## src/rtl/irq_handshake_pkg.sv

```systemverilog
// Shared types and default sizes for the core interrupt handshake stage.
package irq_handshake_pkg;

    typedef enum logic [1:0] {
        IDLE  = 2'd0,
        REQ   = 2'd1,
        CLEAR = 2'd2,
        GUARD = 2'd3
    } state_t;

    localparam int NB_LINES_DEF = 32;
    localparam int ID_WIDTH_DEF = 5;
    localparam int CNT_WIDTH    = 16;

endpackage

```

## src/rtl/irq_prio_enc.sv

```systemverilog
// Combinational lowest-index-wins priority encoder; same priority order as the upstream unit.
module irq_prio_enc #(
    parameter int NB_LINES = 32,
    parameter int ID_WIDTH = 5
) (
    input  logic [NB_LINES-1:0] req,
    output logic [ID_WIDTH-1:0] id,
    output logic                valid
);

    // first_hot keeps only the lowest set bit, so the id OR-reduction below is exact.
    logic [NB_LINES-1:0] lower_any;
    logic [NB_LINES-1:0] first_hot;

    assign lower_any[0] = 1'b0;

    genvar gi;
    generate
        for (gi = 1; gi < NB_LINES; gi++) begin : g_lower
            assign lower_any[gi] = lower_any[gi-1] | req[gi-1];
        end
        for (gi = 0; gi < NB_LINES; gi++) begin : g_first
            assign first_hot[gi] = req[gi] & ~lower_any[gi];
        end
    endgenerate

    always_comb begin
        id = '0;
        for (int i = 0; i < NB_LINES; i++) begin
            if (first_hot[i]) begin
                id = id | ID_WIDTH'(i);
            end
        end
    end

    assign valid = |req;

endmodule

```

## src/rtl/irq_core_handshake.sv

```systemverilog
// Presents one registered request + id to the core, runs the req/ack handshake and
// retires the serviced line with a one-cycle one-hot clear pulse toward the service unit.
module irq_core_handshake
    import irq_handshake_pkg::*;
#(
    parameter int NB_LINES     = NB_LINES_DEF,
    parameter int ID_WIDTH     = ID_WIDTH_DEF,
    parameter int GUARD_CYCLES = 2
) (
    input  logic                 HCLK,
    input  logic                 HRESETn,
    input  logic [NB_LINES-1:0]  irq_req_i,
    input  logic                 core_irq_en_i,
    output logic                 core_irq_o,
    output logic [ID_WIDTH-1:0]  core_irq_id_o,
    input  logic                 core_irq_ack_i,
    input  logic [ID_WIDTH-1:0]  core_irq_ack_id_i,
    output logic [NB_LINES-1:0]  clear_o,
    output logic                 ack_err_o,
    output logic                 busy_o,
    output logic [CNT_WIDTH-1:0] serviced_cnt_o
);

    localparam int GW = (GUARD_CYCLES < 1) ? 1 : $clog2(GUARD_CYCLES + 1);

    state_t                state_reg, state_next;
    logic [ID_WIDTH-1:0]   id_reg, id_next;
    logic [GW-1:0]         guard_reg, guard_next;
    logic [CNT_WIDTH-1:0]  cnt_reg, cnt_next;
    logic                  irq_reg, irq_next;
    logic [NB_LINES-1:0]   clear_reg, clear_next;
    logic                  err_reg, err_next;
    logic                  busy_reg, busy_next;

    logic [ID_WIDTH-1:0]   enc_id;
    logic                  enc_valid;
    logic                  ack_ok;

    irq_prio_enc #(
        .NB_LINES (NB_LINES),
        .ID_WIDTH (ID_WIDTH)
    ) u_prio_enc (
        .req   (irq_req_i),
        .id    (enc_id),
        .valid (enc_valid)
    );

    assign ack_ok = core_irq_ack_i && (state_reg == REQ) && (core_irq_ack_id_i == id_reg);

    always_comb begin
        state_next = state_reg;
        id_next    = id_reg;
        guard_next = guard_reg;
        cnt_next   = cnt_reg;
        clear_next = '0;
        // Holding err_reg off keeps the pulse single-cycle even if ack is held high.
        err_next   = core_irq_ack_i && !ack_ok && !err_reg;

        unique case (state_reg)
            IDLE: begin
                if (core_irq_en_i && enc_valid) begin
                    state_next = REQ;
                    id_next    = enc_id;
                end
            end
            REQ: begin
                if (ack_ok) begin
                    state_next = CLEAR;
                    clear_next = NB_LINES'(1) << id_reg;
                    if (cnt_reg != '1) begin
                        cnt_next = cnt_reg + 1'b1;
                    end
                end else if (core_irq_ack_i) begin
                    state_next = REQ;
                end else if (!irq_req_i[id_reg] || !core_irq_en_i) begin
                    state_next = IDLE;
                end
            end
            CLEAR: begin
                if (GUARD_CYCLES == 0) begin
                    state_next = IDLE;
                end else begin
                    guard_next = GW'(GUARD_CYCLES);
                    state_next = GUARD;
                end
            end
            GUARD: begin
                // Gives the upstream clear time to land so the same line is not re-raised.
                if (guard_reg <= GW'(1)) begin
                    state_next = IDLE;
                end else begin
                    guard_next = guard_reg - 1'b1;
                end
            end
            default: state_next = IDLE;
        endcase

        irq_next  = (state_next == REQ);
        busy_next = (state_next != IDLE);
    end

    always_ff @(posedge HCLK) begin
        if (!HRESETn) begin
            state_reg <= IDLE;
            id_reg    <= '0;
            guard_reg <= '0;
            cnt_reg   <= '0;
            irq_reg   <= 1'b0;
            clear_reg <= '0;
            err_reg   <= 1'b0;
            busy_reg  <= 1'b0;
        end else begin
            state_reg <= state_next;
            id_reg    <= id_next;
            guard_reg <= guard_next;
            cnt_reg   <= cnt_next;
            irq_reg   <= irq_next;
            clear_reg <= clear_next;
            err_reg   <= err_next;
            busy_reg  <= busy_next;
        end
    end

    assign core_irq_o     = irq_reg;
    assign core_irq_id_o  = id_reg;
    assign clear_o        = clear_reg;
    assign ack_err_o      = err_reg;
    assign busy_o         = busy_reg;
    assign serviced_cnt_o = cnt_reg;

endmodule

```

## config.mk

```make
export PLATFORM = sky130hd
export DESIGN_NAME = irq_core_handshake
export DESIGN_NICKNAME = d
export VERILOG_FILES = /design/src/rtl/irq_handshake_pkg.sv /design/src/rtl/irq_prio_enc.sv /design/src/rtl/irq_core_handshake.sv
export SDC_FILE = /design/constraint.sdc
export NUM_CORES = 1
export LEC_CHECK = 0
export CORE_MARGIN = 2
export CORE_UTILIZATION = 30
export DETAILED_ROUTE_END_ITERATION = 16
export DONT_BUFFER_PORTS = 1
export MAX_ROUTING_LAYER = met4
export PLACE_DENSITY = 0.42
export SYNTH_ARGS = -nofsm -noshare
export SYNTH_HDL_FRONTEND = slang
export SYNTH_SLANG_ARGS = --single-unit
```

## constraint.sdc

```tcl
create_clock -name HCLK -period 2.25 [get_ports HCLK]
set_input_delay 0.225 -clock HCLK [delete_from_list [all_inputs] [get_ports HCLK]]
set_output_delay 0.225 -clock HCLK [all_outputs]
set_load 0.03 [all_outputs]
```

==> results of run 1 <==
[metrics by stage]
step / util, % / cells / hold slack (ns)
5_1_grt: 37.48 / 491 / 0.003948
3_3_place_gp: 34.90 / 474 / 0.3426
4_1_cts: 37.33 / 491 / 0.008277
6_report: 37.48 / 491 / 0.02439
2_1_floorplan: - / 327 / 0.3911
3_5_place_dp: 34.90 / 474 / 0.3483
[layout make-up]
cell class | instances | share of cell area, %
multi-input cells | 242 | 46.35
inverters | 11 | 1.181
clock inverters | 5 | 2.147
repair buffers | 33 | 7.266
well taps | 129 | 4.617
flip-flops and latches | 60 | 34.40
clock buffers | 11 | 4.044
[synthesized netlist by cell type (5+ instances only)]
library cell / count
a21oi_1: 14
mux4_2: 7
inv_1: 11
xnor2_1: 11
nor2_1: 62
nand4_1: 7
nor3_1: 12
and3_1: 5
dfxtp_1: 60
nand2b_1: 11
mux2i_1: 5
nor4_2: 7
clkbuf_1: 9
nand2_1: 28
nand3_1: 5
o21ai_0: 11
[report_power, final]
group	internal, uW	switching [uW]	leakage (uW)
combinational	114	155	0.000723
sequential	1080	26.8	0.000485
clock	649	412	0.000113
total	1840	594	0.00132
[critical path: stages (launching register included)]
cell	delay (ns)
dfxtp_1	0.42
buf_4	0.21
mux4_2	0.31
nand2_1	0.08
nand2_1	0.06
a2111oi_1	0.41
buf_4	0.18
o21bai_1	0.06
a21o_1	0.18
[final timing paths]
check	startpoint	to	slack, ns
hold reg to reg	guard_reg[1]	guard_reg[1]	0.50
setup / recovery	core_irq_id_o[2]	busy_o	0.23
hold / removal	HRESETn	serviced_cnt_o[9]	0.02
setup reg to reg	core_irq_id_o[2]	busy_o	0.23
[repair_timing]
action | in CTS | in global routing
endpoints found under the hold margin | 1 | 0
hold buffers | 1 | 0
resized for setup | 0 | 3
setup endpoints to repair | 0 | 12
[layer usage]
| metal | part of all wire, % | wire length (um) | vias to the layer above | GRT usage (%) |
|---|---|---|---|---|
| met5 | 0 | 0 | - | - |
| met4 | 1.1 | 86 | 0 | 6.769 |
| met3 | 7.4 | 566 | 7 | 4.542 |
| met2 | 44 | 3409 | 88 | 23.43 |
| met1 | 47 | 3634 | 1107 | 20.63 |
| li1 | - | - | 1208 | - |
[kinds of logic after synthesis]
kind of cell / Yosys count
simple gates: 170
flops: 60
compound gates: 43
buf+inv: 25
xor+xnor: 15
mux: 12
fa+ha+maj: 2
==> summary.md, run 1 <==
| Metric | Value |
|---|---|
| FP Rows | 35 |
| Initial Utilization | 31.28% |
| Ant diodes | 0 |
| Core Area | 9328 um2 |
| Post-synthesis cell area | 2918 um2 |
| F_max | 0.4960 GHz |
| Distinct cell type count after synthesis | 50 |
| Worst-margin pin slew | 0.8294 ns |
| Nets@finish | 400 |
| Layout cell share with drive strength beyond 1 | 20.99% |
| Ys flop type | dfxtp_1 |
| Tcrit/Tclk final | roughly nine tenths |
| First-pass GRT wire length | 12550 um |
| Final hold vios | 0 |
| Post-synth net total | 370 |
| Asr flop ratio synth | 0% |
| CP max FO | 9 |
| Setup ws final | about 0.23 ns |
| Total wire length | 7696 um |
| Via density | 4.908 |
| Clk root buf | clkbuf_8 |
| Setup TNS | 0 ns |
| Compound-Gate Fraction of Synth Area | 9.563% |
| Num Clock Sinks | 60 |
| DRT iter0 DRCs | 90 |
| Die width | ~100 um |
| # DRC | 0 |
| CP Capture Type | flip-flop |
| CP Launch Type | flip-flop |
| Mux contribution to synthesized area | 7.118% |
| Power, Total | 2436 uW |
| Filler instances | 952 |
| Outcome | completed |
| Combinational family with the most area after synthesis | simple AND/OR/NAND/NOR gates |
| Synth area leader | dfxtp_1 |
| Die outline height | 102.6 um |
| Avg Cell Area, Syn | 8.923 um2 |
| Setup bufs post-CTS | 0 |
| Hpwl dp | 5838 um |
| Pre-Repair DR Iteration Count | 4 |
| Die ar. | 10530 um2 |
| Multi-input logic area | approximately 1600 um2 |
| Simple-gate area share of the yosys netlist | 33.19% |
| Max Clock Skew | 0.01140 ns |
| Leak | 0.001321 uW |
| CTS buffer count | 9 |
| Setup Viol. Count Final | 0 |
| Yosys warns | 0 |
| Largest register FFs | 32 |
| Synth Instances | between 300 and 400 |
| Number of I/O pins | 97 |
| Routability cong. | 0.8034 |
| Worst-path clk slew | 0.07 ns |
| Vias in the first global route | 2432 |
| Fin area | 3496 um2 |
| Overflow after GRT | 0 |
| Initial antenna violation count | 0 |
| Critical path class | flip-flop to flip-flop |
| Port Buf Inserts | 0 |
| Hold depth | 2 |
| Worst skew pair latency | 0.33 ns |
| Post-synth EDFFs | 0 |
| Area Overhead vs Synth | 19.81% |
| Seq cells post-synth | 60 |
| Clk buf depth | 2 |
| Register area | around 1200 um2 |
| Commonest cells after routing, fill and taps aside | nor2_1, dfxtp_1, buf_4 |
| Synth Area in Adders | less than 1% |
| R2R depth | 8 |
| Final slew viol count | 0 |
| Max IR drop VDD | between 0.2 and 0.25 mV |
| Via count | 2410 |
| Top cell type's share of synthesized area | around 40% |
| Post-synthesis sequential area ratio | 41.17% |
| PwrDens | 696.9 nW/um2 |
| Largest net degree at the start of global routing | 21 |
| Worst min path class | input port to flip-flop |
| Most common cell after layout, fill and taps aside | nor2_1 |
| Crit path required time | 2.47 ns |
| Synth area leaders | dfxtp_1, nor2_1, mux4_2 |
| Antenna-violating nets left | 0 |
| Worst EP arrival | 2.24 ns |
| Max-Cap Viols | 0 |
| RSZ-0062 raised after global routing | no |
| GRT Total Usage | 16.00% |
| WL/cell | 15.67 um |
| Dpl cell area | 3256 um2 |
| TritonCTS clock tree | built |
| Dpl ws | between 0.09 and 0.1 ns |
| Slew HR | between 40% and 50% |
| H-tree depth reported by CTS | 3 |
| Final Critical Period | 2.016 ns |
| XOR/XNOR Fraction of Synth Area | 4.503% |
No activity file was read; power rests on OpenSTA's default activity.
==> inputs of run 2 (changes only) <==
--- a/config.mk
+++ b/config.mk
@@ -11,6 +11,7 @@
 export DONT_BUFFER_PORTS = 1
 export MAX_ROUTING_LAYER = met4
 export PLACE_DENSITY = 0.42
+export SLEW_MARGIN = 20
 export SYNTH_ARGS = -nofsm -noshare
 export SYNTH_HDL_FRONTEND = slang
 export SYNTH_SLANG_ARGS = --single-unit
==> results of run 2 <==
Final layout, timing and power as in run 1 (identical DEF).
==> inputs of run 3 (changes only) <==
--- a/config.mk
+++ b/config.mk
@@ -5,10 +5,13 @@
 export SDC_FILE = /design/constraint.sdc
 export NUM_CORES = 1
 export LEC_CHECK = 0
+export CAP_MARGIN = 10
 export CORE_MARGIN = 2
 export CORE_UTILIZATION = 30
+export CTS_CLUSTER_DIAMETER = 200
 export DETAILED_ROUTE_END_ITERATION = 16
 export DONT_BUFFER_PORTS = 1
+export HOLD_SLACK_MARGIN = 0.12
 export MAX_ROUTING_LAYER = met4
 export PLACE_DENSITY = 0.42
 export SLEW_MARGIN = 20
==> run 3 against run 2 <==
Core utilization grew 0.21 points. Maximum frequency grew 0.33%. Count of clock-buffer cells in the layout is the same. Combinational power grew 3%. Total power grew 0.40%. Worst hold slack gained 0.12 ns. Global-route usage shrank 0.058 points. Die area is the same. Cell area grew 0.57%. Via count grew 1.3%. Critical path depth is the same. Largest cell class unchanged.
==> summary.md, run 3 (same netlist as run 1, synthesis figures left out) <==
| Metric | Value |
|---|---|
| Most common cell after layout, fill and taps aside | nor2_1 (unchanged) |
| Pre-Repair DR Iteration Count | 4 (unchanged) |
| Via count | 2441 (was 2410) |
| RR Endpoint | busy_o (unchanged) |
| Met1 WL | 3650 um (was 3634 um) |
| Overflow after GRT | 0 (unchanged) |
| Worst-margin pin slew | 0.8324 ns (was 0.8294 ns) |
| Worst EP arrival | 2.23 ns (was 2.24 ns) |
| CP max FO | 9 (unchanged) |
| Bufs and invs on worst path | 2 (unchanged) |
| Worst path max stage delay | 0.42 ns (about the same) |
| Port Buf Inserts | 0 (unchanged) |
| Tcrit/Tclk final | 89.31% (was 89.60%) |
| PwrDens | 695.6 nW/um2 (was 696.9 nW/um2) |
| Clock power share | 43.5% (about the same) |
| Hpwl dp | 5838 um (unchanged) |
| FP Rows | 35 (unchanged) |
| Ant diodes | 0 (unchanged) |
| Nets@finish | 402 (was 400) |
| NetSw | 601.3 uW (was 593.9 uW) |
| Clk buf depth | 2 (unchanged) |
| Vias in the first global route | 2441 (was 2432) |
| Int Power | 1844 uW (was 1842 uW) |
| Number of I/O pins | 97 (unchanged) |
| Num Clock Sinks | 60 (unchanged) |
| Worst-path clk slew | 0.07 ns (about the same) |
| RSZ-0062 raised after global routing | no (unchanged) |
| Clk root buf | clkbuf_8 (unchanged) |
| Largest net degree at the start of global routing | 21 (unchanged) |
| WL/cell | 15.53 um (was 15.67 um) |
| Final Critical Period | 2.009 ns (was 2.016 ns) |
| Die width | 102.6 um (unchanged) |
| Final hold vios | 0 (unchanged) |
| Filler instances | 953 (was 952) |
| CTS buffer count | 9 (unchanged) |
| Die ar. | 10530 um2 (unchanged) |
| Layout cell share with drive strength beyond 1 | 20.88% (was 20.99%) |
| CP delay by family, top | compound AO/OA/AOI/OAI gates (unchanged) |
| Via density | 4.951 (was 4.908) |
| Largest register FFs | 32 (unchanged) |
| Sequential Power Share | 45.2% (was 45.4%) |
| Crit path required time | 2.47 ns (about the same) |
| Hold_ws | 0.1485 ns (was 0.02439 ns) |
| Setup TNS | 0 ns (unchanged) |
| Initial Utilization | 31.28% (unchanged) |
| Core Area | 9328 um2 (unchanged) |
| Hold depth | 2 (unchanged) |
| GRT Total Usage | 15.95% (was 16.00%) |
| R2R depth | 8 (unchanged) |
| Initial antenna violation count | 0 (unchanged) |
| Net Sw Frac | 24.59% (was 24.38%) |
| Leak | 0.001329 uW (was 0.001321 uW) |
| Power, Total | 2446 uW (was 2436 uW) |
| First-pass GRT wire length | 12530 um (was 12550 um) |
| Worst skew pair latency | 0.33 ns (about the same) |
| Worst path slowest cell | dfxtp_1 (unchanged) |
| Hold Path End | clear_o[31] (was serviced_cnt_o[9]) |
| Routability cong. | 0.8034 (unchanged) |
| H-tree depth reported by CTS | 3 (unchanged) |
| Met3 wire len | 507 um (was 566 um) |
| Hold Path Origin | HRESETn (unchanged) |
| Area Overhead vs Synth | 20.50% (was 19.81%) |
| Die outline height | 102.6 um (unchanged) |
| Max-Cap Viols | 0 (unchanged) |
| Setup Viol. Count Final | 0 (unchanged) |
| DRT iter0 DRCs | 95 (was 90) |
| Max IR drop VDD | 0.2390 mV (was 0.2352 mV) |
| Critical path class | flip-flop to flip-flop (unchanged) |
| CP Launch Type | flip-flop (unchanged) |
| Logic gate share of total power | 11.3% (was 11.1%) |
| Antenna-violating nets left | 0 (unchanged) |
| # DRC | 0 (unchanged) |
| Max Clock Skew | 0.01039 ns (was 0.01140 ns) |
| Total wire length | 7658 um (was 7696 um) |
| WL met2 | 3386 um (was 3409 um) |
| Outcome | completed (unchanged) |
| CP Cell Sequence | buf_4 -> mux4_2 -> nand2_1 -> nand2_1 -> a2111oi_1 -> buf_4 -> o21bai_1 -> a21o_1 (unchanged) |
| R2R setup slack | 0.24 ns (was 0.23 ns) |
| Final slew viol count | 0 (unchanged) |
| Commonest cells after routing, fill and taps aside | nor2_1, dfxtp_1, buf_4 (unchanged) |
| TritonCTS clock tree | built (unchanged) |
| Launching point of the worst reg2reg path | core_irq_id_o[2] (unchanged) |
| Worst min path class | input port to flip-flop (unchanged) |
| F_max | 0.4976 GHz (was 0.4960 GHz) |
| CP Capture Type | flip-flop (unchanged) |
| Slew HR | 44.44% (was 44.64%) |
| Top Metal Used | met4 (unchanged) |
## run 3: cell types whose count changed in the layout (fill, tap and decap cells not counted), sizes merged
cell	before	now
dlygate4sd3	1	3
## run 3: worst max-delay path by stage
stage	endpoint	cells after the start	start	slack, ns
finish	busy_o	8	core_irq_id_o[2]	0.24
global route	serviced_cnt_o[5]	7	core_irq_id_o[4]	0.08
CTS	serviced_cnt_o[5]	7	core_irq_id_o[0]	0.08
detailed placement	serviced_cnt_o[5]	7	core_irq_id_o[0]	0.09
global placement	serviced_cnt_o[5]	7	core_irq_id_o[0]	0.14
floorplan	busy_o	7	core_irq_id_o[2]	0.06
## run 3: layout make-up
cell class / instances / area, um2 / area share [%]
multi-input combinational: 242 / 1620 / 46.09
tap: 129 / 161.4 / 4.591
timing repair buffer: 35 / 274.0 / 7.794
sequential: 60 / 1202 / 34.20
clock buffer: 11 / 141.4 / 4.021
inverter: 11 / 41.29 / 1.174
clock inverter: 5 / 75.07 / 2.135
## run 3: power by group through the flow
stage / sequential [uW] / combinational, uW / clock, uW
CTS: 1110 / 276 / 1090
global placement: 1130 / 264 / 0
global route: 1110 / 303 / 1140
detailed placement: 1130 / 267 / 0
finish: 1110 / 276 / 1060
floorplan: 1140 / 194 / 0
## run 3: stage by stage
step	worst slack, ns	cells	area (um2)	utilization, %
2_1_floorplan	0.05986	327	2920	-
3_3_place_gp	0.1406	474	3256	34.90
3_5_place_dp	0.09136	474	3256	34.90
4_1_cts	0.08195	493	3502	37.55
5_1_grt	0.08006	493	3516	37.69
6_report	0.2405	493	3516	37.69
## run 3: what timing repair did
| action | in CTS | in global routing |
|---|---|---|
| setup endpoints to repair | 0 | 12 |
| endpoints found under the hold margin | 11 | 0 |
| hold buffers | 3 | 0 |
| gates resized for setup | 0 | 3 |
| setup buffers | 0 | 0 |
## run 3: routing by layer
metal,up-vias,GRT usage (%)
met5,-,-
met2,80,23.28
li1,1215,-
met4,0,6.872
met3,11,4.542
met1,1135,20.55
